File: src/rtl/vga_frame_reader_if.sv
// Framebuffer read port between the display reader (master) and the dual-port RAM (slave).
// Read data is returned one clock after the address is presented.
interface vga_frame_reader_if;
  logic [15:0] oReadAddress;
  logic [2:0]  iReadData;

  modport master (
    output oReadAddress,
    input  iReadData
  );

  modport slave (
    input  oReadAddress,
    output iReadData
  );
endinterface

File: src/rtl/vga_frame_reader.sv
// 640x480@60 VGA scan-out of a 256x256 3-bit framebuffer placed in an on-screen window.
// Optional macro VGA_BORDER_EN draws a 1-pixel white frame around the window.
module vga_frame_reader #(
  parameter int unsigned H_VISIBLE = 640,
  parameter int unsigned H_FRONT   = 16,
  parameter int unsigned H_SYNC    = 96,
  parameter int unsigned H_BACK    = 48,
  parameter int unsigned V_VISIBLE = 480,
  parameter int unsigned V_FRONT   = 10,
  parameter int unsigned V_SYNC    = 2,
  parameter int unsigned V_BACK    = 33,
  parameter int unsigned X_OFFSET  = 192,
  parameter int unsigned Y_OFFSET  = 112
) (
  input  logic               Clock,
  input  logic               Reset,
  vga_frame_reader_if.master fb,
  output logic               oVGA_Red,
  output logic               oVGA_Green,
  output logic               oVGA_Blue,
  output logic               oVGA_HSync,
  output logic               oVGA_VSync,
  output logic               oFrameStart
);

  localparam int unsigned CW      = 10;
  localparam int unsigned AW      = 16;
  localparam int unsigned H_TOTAL = H_VISIBLE + H_FRONT + H_SYNC + H_BACK;
  localparam int unsigned V_TOTAL = V_VISIBLE + V_FRONT + V_SYNC + V_BACK;

  localparam logic [CW-1:0] H_LAST   = CW'(H_TOTAL - 1);
  localparam logic [CW-1:0] V_LAST   = CW'(V_TOTAL - 1);
  localparam logic [CW-1:0] H_VIS    = CW'(H_VISIBLE);
  localparam logic [CW-1:0] V_VIS    = CW'(V_VISIBLE);
  localparam logic [CW-1:0] V_VIS_M1 = CW'(V_VISIBLE - 1);
  localparam logic [CW-1:0] HS_FIRST = CW'(H_VISIBLE + H_FRONT);
  localparam logic [CW-1:0] HS_LAST  = CW'(H_VISIBLE + H_FRONT + H_SYNC - 1);
  localparam logic [CW-1:0] VS_FIRST = CW'(V_VISIBLE + V_FRONT);
  localparam logic [CW-1:0] VS_LAST  = CW'(V_VISIBLE + V_FRONT + V_SYNC - 1);
  localparam logic [CW-1:0] X_OFF    = CW'(X_OFFSET);
  localparam logic [CW-1:0] Y_OFF    = CW'(Y_OFFSET);
  localparam logic [CW-1:0] WIN_SIZE = CW'(256);

  // Pixel-rate toggle and raster counters
  logic          tog_q, tog_d;
  logic [CW-1:0] hcount_q, hcount_d;
  logic [CW-1:0] vcount_q, vcount_d;

  // Stage 1: address and per-pixel flags
  logic [AW-1:0] addr_q, addr_d;
  logic          in_win_q, in_win_d;
  logic          vis_q, vis_d;
  logic          hs_raw_q, hs_raw_d;
  logic          vs_raw_q, vs_raw_d;

  // Stage 2: output registers
  logic [2:0]    rgb_q, rgb_d;
  logic          hsync_q, hsync_d;
  logic          vsync_q, vsync_d;
  logic          frame_start_q, frame_start_d;

  logic          pix_en;
  logic          visible;
  logic          in_win;
  logic [CW-1:0] h_dx;
  logic [CW-1:0] v_dy;

`ifdef VGA_BORDER_EN
  localparam logic [CW-1:0] BX_L      = CW'(X_OFFSET - 1);
  localparam logic [CW-1:0] BX_R      = CW'(X_OFFSET + 256);
  localparam logic [CW-1:0] BY_T      = CW'(Y_OFFSET - 1);
  localparam logic [CW-1:0] BY_B      = CW'(Y_OFFSET + 256);
  localparam logic [CW-1:0] BORDER_SP = CW'(257);

  logic          border_q, border_d;
  logic          border;
  logic [CW-1:0] h_bd;
  logic [CW-1:0] v_bd;

  // Ring one pixel outside the window, spans measured from the top-left border corner
  always_comb begin
    h_bd   = hcount_q - BX_L;
    v_bd   = vcount_q - BY_T;
    border = visible &&
             ((((hcount_q == BX_L) || (hcount_q == BX_R)) && (v_bd <= BORDER_SP)) ||
              (((vcount_q == BY_T) || (vcount_q == BY_B)) && (h_bd <= BORDER_SP)));
  end
`endif

  always_comb begin
    h_dx    = hcount_q - X_OFF;
    v_dy    = vcount_q - Y_OFF;
    visible = (hcount_q < H_VIS) && (vcount_q < V_VIS);
    in_win  = visible && (h_dx < WIN_SIZE) && (v_dy < WIN_SIZE);
  end

  always_comb begin
    pix_en        = tog_q;
    tog_d         = ~tog_q;
    hcount_d      = hcount_q;
    vcount_d      = vcount_q;
    addr_d        = addr_q;
    in_win_d      = in_win_q;
    vis_d         = vis_q;
    hs_raw_d      = hs_raw_q;
    vs_raw_d      = vs_raw_q;
    rgb_d         = rgb_q;
    hsync_d       = hsync_q;
    vsync_d       = vsync_q;
    frame_start_d = 1'b0;
`ifdef VGA_BORDER_EN
    border_d      = border_q;
`endif

    if (pix_en) begin
      if (hcount_q == H_LAST) begin
        hcount_d = '0;
        vcount_d = (vcount_q == V_LAST) ? '0 : vcount_q + CW'(1);
      end else begin
        hcount_d = hcount_q + CW'(1);
      end
      // Counters are stepping onto (0, V_VISIBLE): first line of vertical blanking
      frame_start_d = (hcount_q == H_LAST) && (vcount_q == V_VIS_M1);

      addr_d   = in_win ? {v_dy[7:0], h_dx[7:0]} : '0;
      in_win_d = in_win;
      vis_d    = visible;
      hs_raw_d = !((hcount_q >= HS_FIRST) && (hcount_q <= HS_LAST));
      vs_raw_d = !((vcount_q >= VS_FIRST) && (vcount_q <= VS_LAST));
`ifdef VGA_BORDER_EN
      border_d = border;
`endif

      hsync_d = hs_raw_q;
      vsync_d = vs_raw_q;
      rgb_d   = (in_win_q && vis_q) ? fb.iReadData : 3'b000;
`ifdef VGA_BORDER_EN
      if (border_q && vis_q) rgb_d = 3'b111;
`endif
    end
  end

  always_ff @(posedge Clock) begin
    if (Reset) begin
      tog_q         <= 1'b0;
      hcount_q      <= '0;
      vcount_q      <= '0;
      addr_q        <= '0;
      in_win_q      <= 1'b0;
      vis_q         <= 1'b0;
      hs_raw_q      <= 1'b1;
      vs_raw_q      <= 1'b1;
      rgb_q         <= 3'b000;
      hsync_q       <= 1'b1;
      vsync_q       <= 1'b1;
      frame_start_q <= 1'b0;
`ifdef VGA_BORDER_EN
      border_q      <= 1'b0;
`endif
    end else begin
      tog_q         <= tog_d;
      hcount_q      <= hcount_d;
      vcount_q      <= vcount_d;
      addr_q        <= addr_d;
      in_win_q      <= in_win_d;
      vis_q         <= vis_d;
      hs_raw_q      <= hs_raw_d;
      vs_raw_q      <= vs_raw_d;
      rgb_q         <= rgb_d;
      hsync_q       <= hsync_d;
      vsync_q       <= vsync_d;
      frame_start_q <= frame_start_d;
`ifdef VGA_BORDER_EN
      border_q      <= border_d;
`endif
    end
  end

  assign fb.oReadAddress = addr_q;
  assign oVGA_Red        = rgb_q[2];
  assign oVGA_Green      = rgb_q[1];
  assign oVGA_Blue       = rgb_q[0];
  assign oVGA_HSync      = hsync_q;
  assign oVGA_VSync      = vsync_q;
  assign oFrameStart     = frame_start_q;

endmodule

File: src/flat_wrapper.sv
// flat-port wrapper written by rule: the top's interface ports become plain ports
module vga_frame_reader_flat 
#(
  parameter int unsigned H_VISIBLE = 640,
  parameter int unsigned H_FRONT   = 16,
  parameter int unsigned H_SYNC    = 96,
  parameter int unsigned H_BACK    = 48,
  parameter int unsigned V_VISIBLE = 480,
  parameter int unsigned V_FRONT   = 10,
  parameter int unsigned V_SYNC    = 2,
  parameter int unsigned V_BACK    = 33,
  parameter int unsigned X_OFFSET  = 192,
  parameter int unsigned Y_OFFSET  = 112
)
  (Clock, Reset, oVGA_Red, oVGA_Green, oVGA_Blue, oVGA_HSync, oVGA_VSync, oFrameStart, fb_oReadAddress, fb_iReadData);
  vga_frame_reader_if fb_i ();
  input  logic Clock;
  input  logic Reset;
  output logic oVGA_Red;
  output logic oVGA_Green;
  output logic oVGA_Blue;
  output logic oVGA_HSync;
  output logic oVGA_VSync;
  output logic oFrameStart;
  output wire logic [$bits(fb_i.oReadAddress)-1:0] fb_oReadAddress;
  input wire logic [$bits(fb_i.iReadData)-1:0] fb_iReadData;
  assign fb_oReadAddress = fb_i.oReadAddress;
  assign fb_i.iReadData = fb_iReadData;
  vga_frame_reader #(.H_VISIBLE(H_VISIBLE), .H_FRONT(H_FRONT), .H_SYNC(H_SYNC), .H_BACK(H_BACK), .V_VISIBLE(V_VISIBLE), .V_FRONT(V_FRONT), .V_SYNC(V_SYNC), .V_BACK(V_BACK), .X_OFFSET(X_OFFSET), .Y_OFFSET(Y_OFFSET)) u_core (.Clock(Clock), .Reset(Reset), .fb(fb_i), .oVGA_Red(oVGA_Red), .oVGA_Green(oVGA_Green), .oVGA_Blue(oVGA_Blue), .oVGA_HSync(oVGA_HSync), .oVGA_VSync(oVGA_VSync), .oFrameStart(oFrameStart));
endmodule
File: config.mk
export PLATFORM = sky130hd
export DESIGN_NAME = vga_frame_reader_flat
export DESIGN_NICKNAME = d
export VERILOG_FILES = /design/src/rtl/vga_frame_reader_if.sv /design/src/rtl/vga_frame_reader.sv /design/src/flat_wrapper.sv
export SDC_FILE = /design/constraint.sdc
export NUM_CORES = 1
export LEC_CHECK = 0
export CAP_MARGIN = 30
export CORE_MARGIN = 2
export CORE_UTILIZATION = 33
export CTS_CLUSTER_DIAMETER = 80
export CTS_CLUSTER_SIZE = 14
export DETAILED_ROUTE_END_ITERATION = 8
export PLACE_DENSITY = 0.58
export SYNTH_ARGS = -nofsm -noshare
export SYNTH_HDL_FRONTEND = slang
export SYNTH_SLANG_ARGS = --single-unit
File: constraint.sdc
create_clock -name Clock -period 3.5 [get_ports Clock]
set_input_delay 0.875 -clock Clock [delete_from_list [all_inputs] [get_ports Clock]]
set_output_delay 0.875 -clock Clock [all_outputs]
set_load 0.1 [all_outputs]
==> results by group, run 1 <==
Synth
  • Post-synth top cells: dfxtp_1 (47), a22o_1 (15), a21oi_1 (14)
  • Synth Area per Inst: just over 9 um2
  • Post-synthesis sequential area ratio: 42.6%
  • Top FF cell, synth: dfxtp_1
  • Mapped Cells: 237
  • Synth async-reset ratio: 0%
  • Synth area leaders: dfxtp_1 (43%), ha_1 (6.2%), a22o_1 (5.9%), a21oi_1 (3.2%), nand3_1 (2.9%)
  • Synth warn: 0
  • Synth top area share: 42.6%
  • Synthesized area: 2210 um2
  • Syn Nets: between 200 and 300
  • Yosys reg bits: 47
  • Synth unique cells: 46
  • Top-count cell post-synth: dfxtp_1
  • EDFF count, synth: 0
  • Yosys top cell by area: dfxtp_1

Global routing
  • Grt ovf: 0
  • Met2 Track Usage GR: between 20% and 30%
  • Initial antenna violation count: 0
  • GR Layer Usage met1: 17.7%
  • Most used routing layer: met2
  • Total GRT Usage: a little over an eighth
  • Vias in the first global route: 1630
  • Global-route wire length before repair: 7.96 mm
  • Largest net degree at the start of global routing: 27
  • GR Layer Usage met3: 4.14%

Placed design
  • Setup WS pre-CTS: 0.875 ns
  • Inst Count DP: 325
  • Post-DP HPWL: ~3.4 mm
  • I/O Buffers: 26
  • Placer Congestion: 0.851

Clock tree
  • Clk Latency, worst-skew pair: 0.31 ns
  • Root buffer cell: clkbuf_8
  • CTS Hold Buffers Added: 0
  • CTS Buffer Depth: 2
  • TritonCTS buffer count: 5
  • H-tree depth: 2
  • CTS tree: done
  • CTS Sinks: 47
  • Worst-path clk slew: ~0.10 ns
  • Postcts setup bufs: 0
  • Resize count post-CTS: 0

Critical path
  • Critical Path AT: 2.55 ns
  • Worst Setup End Kind: register
  • CP bufs+invs: 1
  • Startpoint Class: primary input
  • Critical Setup Path Class: primary input to register
  • CP max FO: 17
  • Required time worst endpoint: 3.76 ns
  • Largest stage delay, worst path: between 0.5 and 0.6 ns
  • Critical path's slowest cell: o211a_1
  • Worst path cell trace: clkdlybuf4s50_1, nor3b_1, and3_1, o211a_1, a22o_2
  • Crit path max-delay family: compound AO/OA/AOI/OAI gates

Power
  • Static leakage: 0.961 nW
  • Worst vdd ir: 0.000200 V
  • Power per cell area: 393 nW/um2

Drt
  • Drt initial violations: 84
  • Antenna-violating nets left: 0
  • DR pass1 iterations: 7
  • Vias/cell: 5.20
  • WL per Instance: 14.6 um
  • DRC Markers: 5
  • Post-Route WL: about 4.9 mm
  • Total number of vias: 1733

Cells and area
  • Fraction of final layout cells sized beyond drive strength 1: 16.4%
  • Final Non-Filler Cells: 333
  • Area growth from synthesis to layout: 15.8%
  • Ant. Diodes: 0
  • Nets@finish: 271
  • Fin util: between 30% and 40%

Die
  • Width of the die: 85.9 um
  • Initial cell density of the core: 34.4%
  • Core box area: 6420 um2
  • Die height: 85.9 um
  • Cell Rows: 29
  • I/O pin total: 27
  • Die area: 7370 um2

STA
  • Final setup margin: 1.21 ns
  • Final Max Tran Viols: 0
  • Period utilisation layout: 65.6%
  • Final Hold Fails: 0
  • RSZ-0062 raised after global routing: false
  • Slew headroom: 59.7%
  • Final Setup Violations: 0
  • Hold WS: 0.465 ns
  • Slew at the pin closest to its max-slew limit: 0.599 ns
  • Clock skew: 0.0141 ns
  • Setup TNS: 0 ns
  • Fmax: 436 MHz
  • Clock period minus worst slack: 2.29 ns

Run status
  • Status: finished with violations
  • Failing checks: design-rule violations

Hold path
  • Hold crit path type: register to register

Flow run
  • Max-cap viol count: 0
## registers in the layout, summed over array words and instances (netlist names), 3 cells and up
name                    count
u_core.fb.oReadAddress     16
u_core.hcount_q            10
u_core.rgb_q                3
u_core.vcount_q            10
## per-layer routing
layer / wire (um) / vias to the layer above
li1: - / 893
met1: 2380 / 807
met2: 2290 / 27
met3: 168 / 6
met4: 34 / 0
met5: 0 / -
## through the flow
step | instance area, um2 | power (W)
2_1_floorplan | 2210 | 0.000588
3_3_place_gp | 2450 | 0.000604
3_5_place_dp | 2450 | 0.000604
4_1_cts | 2560 | 0.00102
5_1_grt | 2560 | 0.00104
6_report | 2560 | 0.00101
## layout by cell type (no fill, tap or decap), types with 2 or more instances in the layout
master / instances
inv_1: 12
xnor2_1: 7
a21oi_1: 14
nor4b_1: 2
nand4_1: 10
nor4_1: 5
a22o_1: 15
nand2b_1: 8
o31ai_1: 3
o21ai_0: 3
buf_4: 26
or4_1: 2
clkbuf_8: 5
dfxtp_1: 47
a41oi_1: 3
nand3_1: 13
and2_1: 2
nor3_1: 9
or3_2: 2
a211o_1: 2
xor2_1: 6
nor2b_1: 2
nor2_1: 12
nand2_1: 6
and4_1: 3
ha_1: 11
clkdlybuf4s50_1: 4
a21o_1: 2
## power breakdown
| part | switching, W | internal (W) |
|---|---|---|
| logic | 0.0000303 | 0.0000157 |
| clock network | 0.000200 | 0.000215 |
| registers | 0.00000543 | 0.000539 |
| total | 0.000235 | 0.000770 |
## final cells by class
class | count | area (um2)
Multi-Input combinational cell | 159 | 1130
Tap cell | 77 | 96.3
Sequential cell | 47 | 941
Clock buffer | 5 | 68.8
Clock inverter | 3 | 46.3
Fill cell | 664 | 3860
Inverter | 12 | 45.0
Timing Repair Buffer | 30 | 235
## cell families after synthesis
logic type	Yosys count	share of synthesized area (%)
AO/OA/AOI/OAI	51	17.0
XOR/XNOR	13	5.15
adder cells (fa/ha/maj)	11	6.23
buffers and inverters	31	6.39
flip-flops	47	42.6
multiplexers	1	0.453
AND/OR/NAND/NOR	83	22.2
## worst paths after layout
check	start	end	slack, ns	cells past startpoint
max	Reset	u_core.fb.oReadAddress[5]	1.21	5
min	u_core.vs_raw_q	u_core.oVGA_VSync	0.46	1
max reg2reg	u_core.hcount_q[6]	u_core.vcount_q[8]	1.46	6
min reg2reg	u_core.vs_raw_q	u_core.oVGA_VSync	0.46	1
(Power assumes the default switching activity.)
==> run 2, diff against run 1 <==
--- a/config.mk
+++ b/config.mk
@@ -11,7 +11,7 @@
 export CTS_CLUSTER_DIAMETER = 80
 export CTS_CLUSTER_SIZE = 14
 export DETAILED_ROUTE_END_ITERATION = 8
-export PLACE_DENSITY = 0.58
+export PLACE_DENSITY = 0.6
 export SYNTH_ARGS = -nofsm -noshare
 export SYNTH_HDL_FRONTEND = slang
 export SYNTH_SLANG_ARGS = --single-unit
==> constraint.sdc (replaced) <==
create_clock -name Clock -period 2.1 [get_ports Clock]
set_input_delay 0.525 -clock Clock [delete_from_list [all_inputs] [get_ports Clock]]
set_output_delay 0.525 -clock Clock [all_outputs]
set_load 0.1 [all_outputs]
==> run 2 against run 1 <==
  * The run still ends with design-rule violations left
  * Cell area rose by 2.8%
  * Total power increased by 51%
  * Die area unchanged
  * Non-clock buffer count increased by 14
  * Clock-buffer cell count unchanged
  * First-iteration DRC count increased by 6.0%
  * Utilization grew 1.1 points
  * Critical path depth rose by 1
  * Critical path type is now register to register
  * Setup slack lost 1.1 ns
  * Clock power is 28% higher
==> results by group, run 2 (synthesis results as in run 1) <==
Clock tree
  • H-tree depth: 2 (unchanged)
  • Worst-path clk slew: 0.09 ns (about the same)
  • CTS Buffer Depth: 2 (unchanged)
  • Root buffer cell: clkbuf_8
  • Clk Latency, worst-skew pair: 0.30 ns (about the same)
  • CTS Sinks: 47 (unchanged)
  • TritonCTS buffer count: 5 (unchanged)
  • CTS tree: done

Power
  • Static leakage: 1.02 nW (+6.2%)
  • Worst vdd ir: 0.000225 V (+12%)
  • Power per cell area: 578 nW/um2 (+47%)

Die
  • Initial cell density of the core: 34.4% (unchanged)
  • I/O pin total: 27 (unchanged)
  • Die area: 7370 um2 (unchanged)
  • Cell Rows: 29 (unchanged)
  • Core box area: 6420 um2 (unchanged)
  • Width of the die: 85.9 um (unchanged)
  • Die height: 85.9 um (unchanged)

Critical path
  • Required time worst endpoint: 2.33 ns (-1.43 ns)
  • Critical Setup Path Class: register to register
  • Largest stage delay, worst path: 0.52 ns (-0.03 ns)
  • Crit path max-delay family: simple AND/OR/NAND/NOR gates
  • Critical path's slowest cell: or4_1
  • CP max FO: 11 (-6)
  • Startpoint Class: register
  • Path depth of the worst reg2reg path: 6 (unchanged)
  • CP bufs+invs: 1 (unchanged)
  • RR Endpoint: u_core.vcount_q[9]
  • Worst path cell trace: inv_2, ha_1, nand3b_4, or3_4, or4_1, a21oi_1
  • Critical Path AT: 2.18 ns (-0.37 ns)
  • Reg-to-reg slack, setup: 0.14 ns (-1.32 ns)
  • Origin of the critical flop-to-flop path: u_core.hcount_q[6]
  • Worst Setup End Kind: register

Cells and area
  • Max reg flops: 16 (unchanged)
  • Commonest cells after routing, fill and taps aside: dfxtp_1 (47), buf_4 (40), a22o_1 (15)
  • Area growth from synthesis to layout: 19.1%
  • Fraction of final layout cells sized beyond drive strength 1: 20.8% (+4.4 points)
  • Fillers: 640 (-3.6%)
  • Nets@finish: 285 (+5.2%)
  • Area of the multi-input gates: 1130 um2 (unchanged)
  • Most common cell after layout, fill and taps aside: dfxtp_1
  • Seq. cell area: 941 um2 (unchanged)
  • Ant. Diodes: 0 (unchanged)

STA
  • Final Setup Violations: 0 (unchanged)
  • Slew headroom: 64.4% (+4.7 points)
  • Clock period minus worst slack: ~2.0 ns
  • RSZ-0062 raised after global routing: false
  • Slew at the pin closest to its max-slew limit: 0.529 ns (-0.0704 ns)
  • Setup TNS: 0 ns (unchanged)
  • Final Hold Fails: 0 (unchanged)
  • Period utilisation layout: 93.3%
  • Hold WS: 0.478 ns (+0.0129 ns)
  • Final Max Tran Viols: 0 (unchanged)
  • Fmax: 510 MHz
  • Clock skew: 0.00804 ns (-0.00606 ns)

Hold path
  • Hold crit path type: register to register
  • Hold Crit Depth: 2 (+1)
  • WHS Endpoint: u_core.rgb_q[2]
  • Worst hold start: u_core.rgb_q[2]

Drt
  • Drt initial violations: 89 (+6.0%)
  • Antenna-violating nets left: 0 (unchanged)
  • DRC Markers: 1 (-4)
  • WL per Instance: 14.7 um (+0.15%)
  • Post-Route WL: 5.07 mm (+4.1%)
  • Vias/cell: 5.24 (+0.74%)
  • Total number of vias: 1814 (+4.7%)
  • DR pass1 iterations: 9 (+2)

Global routing
  • Total GRT Usage: 14.5% (+0.85 points)
  • Initial antenna violation count: 0 (unchanged)
  • Global-route wire length before repair: 8.40 mm (+5.6%)
  • Largest net degree at the start of global routing: 27 (unchanged)
  • Vias in the first global route: 1624 (-0.37%)
  • Grt ovf: 0 (unchanged)

Run status
  • Failing checks: design-rule violations
  • Status: finished with violations

Placed design
  • Post-DP HPWL: 3.71 mm (+8.3%)
  • Placer Congestion: 0.789 (-7.3%)
  • I/O Buffers: 26 (unchanged)

Flow run
  • Max-cap viol count: 0 (unchanged)
-- run 2: changes by cell type in the layout (fill, tap and decap cells not counted) --
| cell | delta |
|---|---|
| inv_1 | -1 |
| clkinv_2 | +1 |
| inv_2 | +1 |
| bufinv_16 | -1 |
| inv_6 | -1 |
| clkinv_4 | +1 |
| clkinvlp_4 | -1 |
| buf_4 | +14 |
-- run 2: what timing repair did --
action | 4_1_cts | 5_1_grt
gates resized for setup | 0 | 1
hold buffers | 0 | 0
setup buffers | 0 | 0
endpoints found under the setup margin | 0 | 2
-- run 2: layout make-up --
cell class / instances / share of cell area, %
clock buffers: 5 / 2.61
repair buffers: 44 / 12.9
clock inverters: 2 / 0.523
well taps: 77 / 3.66
inverters: 12 / 1.71
multi-input cells: 159 / 42.9
flip-flops and latches: 47 / 35.7
-- run 2: metrics by stage --
| step | area [um2] | util, % | worst slack (ns) | std cells | total power [W] |
|---|---|---|---|---|---|
| global route | 2630 | 41.0 | 0.0355 | 346 | 0.00159 |
| CTS | 2630 | 41.0 | 0.0848 | 346 | 0.00154 |
| detailed placement | 2550 | 39.7 | 0.119 | 339 | 0.00101 |
| global placement | 2550 | 39.7 | 0.117 | 339 | 0.00101 |
| floorplan | 2210 | - | 0.193 | 237 | 0.000980 |
| finish | 2630 | 41.0 | 0.141 | 346 | 0.00152 |
-- run 2: how the worst max path moves through the flow --
stage	from	to	cells after the start	slack, ns
global placement	u_core.hcount_q[6]	u_core.vcount_q[8]	6	0.12
finish	u_core.hcount_q[6]	u_core.vcount_q[9]	6	0.14
detailed placement	u_core.hcount_q[6]	u_core.vcount_q[8]	6	0.12
CTS	u_core.hcount_q[6]	u_core.vcount_q[8]	6	0.08
global route	u_core.hcount_q[6]	u_core.vcount_q[8]	6	0.04
floorplan	u_core.hcount_q[6]	u_core.vcount_q[9]	7	0.19
-- run 2: worst reg2reg max path, stage by stage (launching register included) --
cell,delay [ns]
dfxtp_1,0.36
inv_2,0.11
ha_1,0.20
nand3b_4,0.09
or3_4,0.45
or4_1,0.53
a21oi_1,0.15
-- run 2: where the power goes --
group | internal (W) | switching (W) | leakage [nW] | total (W)
registers | 0.000899 | 0.00000539 | 0.380 | 0.000904
logic | 0.0000319 | 0.0000553 | 0.597 | 0.0000872
clock network | 0.000228 | 0.000302 | 0.0440 | 0.000530
-- run 2: routing by layer --
metal / up-vias / GRT usage [%] / share of wire, %
met5: - / 0 / 0
met4: 0 / 3.32 / 0.69
met3: 4 / 2.79 / 3.8
met2: 35 / 21.6 / 43
met1: 857 / 21.5 / 52
li1: 918 / - / -
==> run 3, diff against run 2 <==
--- a/config.mk
+++ b/config.mk
@@ -12,6 +12,8 @@
 export CTS_CLUSTER_SIZE = 14
 export DETAILED_ROUTE_END_ITERATION = 8
 export PLACE_DENSITY = 0.6
+export SETUP_SLACK_MARGIN = 0.05
+export SLEW_MARGIN = 20
 export SYNTH_ARGS = -nofsm -noshare
 export SYNTH_HDL_FRONTEND = slang
 export SYNTH_SLANG_ARGS = --single-unit
==> run 3 against run 2 <==
  * The flow still finishes with violations (design-rule violations)
  * Die area did not move
  * Largest power group unchanged
  * Sequential share of layout area fell by 0.17 points
  * Global-route usage did not move
==> results by group, run 3 (synthesis results as in run 1) <==
Run status
  • Status: finished with violations
  • Failing checks: design-rule violations

Drt
  • Met1 WL: 2.67 mm (+1.2%)
  • Top routing layer in use: met4
  • WL per Instance: 14.9 um (+2.0%)
  • Antenna-violating nets left: 0 (unchanged)
  • Post-Route WL: 5.20 mm (+2.6%)
  • DRC Markers: 1 (unchanged)
  • Vias/cell: 5.27 (+0.47%)
  • Met3 Wirelength: 236 um (+22%)
  • DR WL met2: 2.26 mm (+2.5%)
  • Drt initial violations: 109 (+22%)
  • DR pass1 iterations: 9 (unchanged)
  • Total number of vias: 1833 (+1.0%)

Global routing
  • Largest net degree at the start of global routing: 27 (unchanged)
  • Grt ovf: 0 (unchanged)
  • Global-route wire length before repair: 8.40 mm (unchanged)
  • Initial antenna violation count: 0 (unchanged)
  • Vias in the first global route: 1624 (unchanged)
  • Total GRT Usage: 14.5% (unchanged)

STA
  • Final setup margin: 0.140 ns (-0.00113 ns)
  • Period utilisation layout: 93.3% (about the same)
  • Clock period minus worst slack: 1.96 ns (+0.00113 ns)
  • Setup TNS: 0 ns (unchanged)
  • Slew headroom: 68.5% (+4.0 points)
  • Final Setup Violations: 0 (unchanged)
  • Clock skew: 0.00752 ns (-0.000522 ns)
  • Slew at the pin closest to its max-slew limit: 0.469 ns (-0.0598 ns)
  • Final Max Tran Viols: 0 (unchanged)
  • RSZ-0062 raised after global routing: false
  • Final Hold Fails: 0 (unchanged)
  • Fmax: 510 MHz (about the same)

Critical path
  • Required time worst endpoint: 2.33 ns (about the same)
  • Path depth of the worst reg2reg path: 6 (unchanged)
  • Reg-to-reg slack, setup: 0.14 ns (about the same)
  • RR Endpoint: u_core.vcount_q[9]
  • Startpoint Class: register
  • CP max FO: 6 (-5)
  • Origin of the critical flop-to-flop path: u_core.hcount_q[7]
  • Worst Setup End Kind: register
  • Critical Setup Path Class: register to register
  • Critical Path AT: 2.19 ns (about the same)

Die
  • Width of the die: 85.9 um (unchanged)
  • I/O pin total: 27 (unchanged)
  • Initial cell density of the core: 34.4% (unchanged)
  • Die height: 85.9 um (unchanged)
  • Core box area: 6420 um2 (unchanged)
  • Die area: 7370 um2 (unchanged)
  • Cell Rows: 29 (unchanged)

Placed design
  • Placer Congestion: 0.789 (unchanged)
  • Post-DP HPWL: 3.71 mm (unchanged)
  • DP Area: 2550 um2 (unchanged)
  • I/O Buffers: 26 (unchanged)
  • Setup WS pre-CTS: 0.119 ns (unchanged)

Cells and area
  • Fillers: 636 (-0.63%)
  • Area growth from synthesis to layout: 19.9%
  • Commonest cells after routing, fill and taps aside: dfxtp_1 (46), buf_4 (41), a22o_1 (15)
  • Max reg flops: 16 (unchanged)
  • Fin util: 41.3% (+0.25 points)
  • Fraction of final layout cells sized beyond drive strength 1: 21.8% (+0.95 points)
  • Nets@finish: 287 (+0.70%)
  • Most common cell after layout, fill and taps aside: dfxtp_1
  • Seq. cell area: 942 um2 (+0.13%)
  • Ant. Diodes: 0 (unchanged)
  • Post-route cell area: 2650 um2 (+0.62%)
  • Area of the multi-input gates: 1140 um2 (+0.67%)

Hold path
  • WHS Endpoint: u_core.rgb_q[2]
  • Worst hold start: u_core.rgb_q[2]
  • Hold Crit Depth: 2 (unchanged)
  • Hold crit path type: register to register

Clock tree
  • Worst-path clk slew: 0.09 ns (about the same)
  • CTS Hold Buffers Added: 0 (unchanged)
  • CTS Buffer Depth: 2 (unchanged)
  • Clk Latency, worst-skew pair: 0.30 ns (about the same)
  • Root buffer cell: clkbuf_8
  • TritonCTS buffer count: 5 (unchanged)
  • CTS Sinks: 47 (unchanged)
  • CTS tree: done
  • H-tree depth: 2 (unchanged)

Power
  • Static leakage: 1.03 nW (+0.53%)
  • Seq pwr share: 59.4% (about the same)
  • Switch share: 23.9% (+0.060 points)
  • Pint: 0.00116 W (unchanged)
  • Combinational share of power: 5.8% (about the same)
  • Power per cell area: 575 nW/um2 (-0.54%)
  • Switching pwr: 0.000364 W (+0.33%)
  • Clock Power Share: 34.9% (about the same)
  • Worst vdd ir: 0.000223 V (-0.74%)

Flow run
  • Max-cap viol count: 0 (unchanged)
[run 3: cell types whose count changed in the layout (fill, tap and decap cells not counted), sizes merged]
cell and change:
buf +1, or3 +1
[run 3: per-stage QoR]
step | hold WS [ns] | total power (W) | std cells
3_5_place_dp | 0.467 | 0.00101 | 339
3_3_place_gp | 0.463 | 0.00101 | 339
2_1_floorplan | 0.440 | 0.000980 | 237
4_1_cts | 0.483 | 0.00154 | 346
6_report | 0.478 | 0.00152 | 348
5_1_grt | 0.501 | 0.00159 | 348
[run 3: worst max path at each step]
stage                       start                 end  slack (ns)  cells after the start
2_1_floorplan  u_core.hcount_q[6]  u_core.vcount_q[9]        0.19                      7
3_3_place_gp   u_core.hcount_q[6]  u_core.vcount_q[8]        0.12                      6
3_5_place_dp   u_core.hcount_q[6]  u_core.vcount_q[8]        0.12                      6
4_1_cts        u_core.hcount_q[6]  u_core.vcount_q[8]        0.08                      6
5_1_grt        u_core.hcount_q[7]  u_core.vcount_q[8]        0.05                      6
6_report       u_core.hcount_q[7]  u_core.vcount_q[9]        0.14                      6
[run 3: critical path, stage by stage, from the launching register on]
cell	delay, ns
dfxtp_1	0.37
inv_1	0.10
ha_1	0.19
nand3b_4	0.11
or3_4	0.45
or4_1	0.52
a21oi_1	0.15
[run 3: repair_timing]
item                                    CTS  global route
buffers inserted                          0             1
resized for setup                         0             2
endpoints found under the setup margin    0             2
[run 3: final cells by class]
| cell class | instances | area share, % |
|---|---|---|
| Clock buffer | 5 | 2.60 |
| Clock inverter | 2 | 0.519 |
| Inverter | 12 | 1.70 |
| Multi-Input combinational cell | 160 | 42.9 |
| Sequential cell | 47 | 35.6 |
| Tap cell | 77 | 3.64 |
| Timing Repair Buffer | 45 | 13.1 |
[run 3: power by group through the flow]
stage / Sequential (W) / Combinational (W) / Clock, W
6_report: 0.000904 / 0.0000875 / 0.000531
3_3_place_gp: 0.000925 / 0.0000876 / 0
5_1_grt: 0.000905 / 0.0000962 / 0.000586
2_1_floorplan: 0.000944 / 0.0000359 / 0
3_5_place_dp: 0.000925 / 0.0000879 / 0
4_1_cts: 0.000904 / 0.0000876 / 0.000545
[run 3: metal layers]
metal | vias up | track usage (%)
li1 | 925 | -
met1 | 859 | 21.5
met2 | 45 | 21.6
met3 | 4 | 2.79
met4 | 0 | 3.32
met5 | - | 0
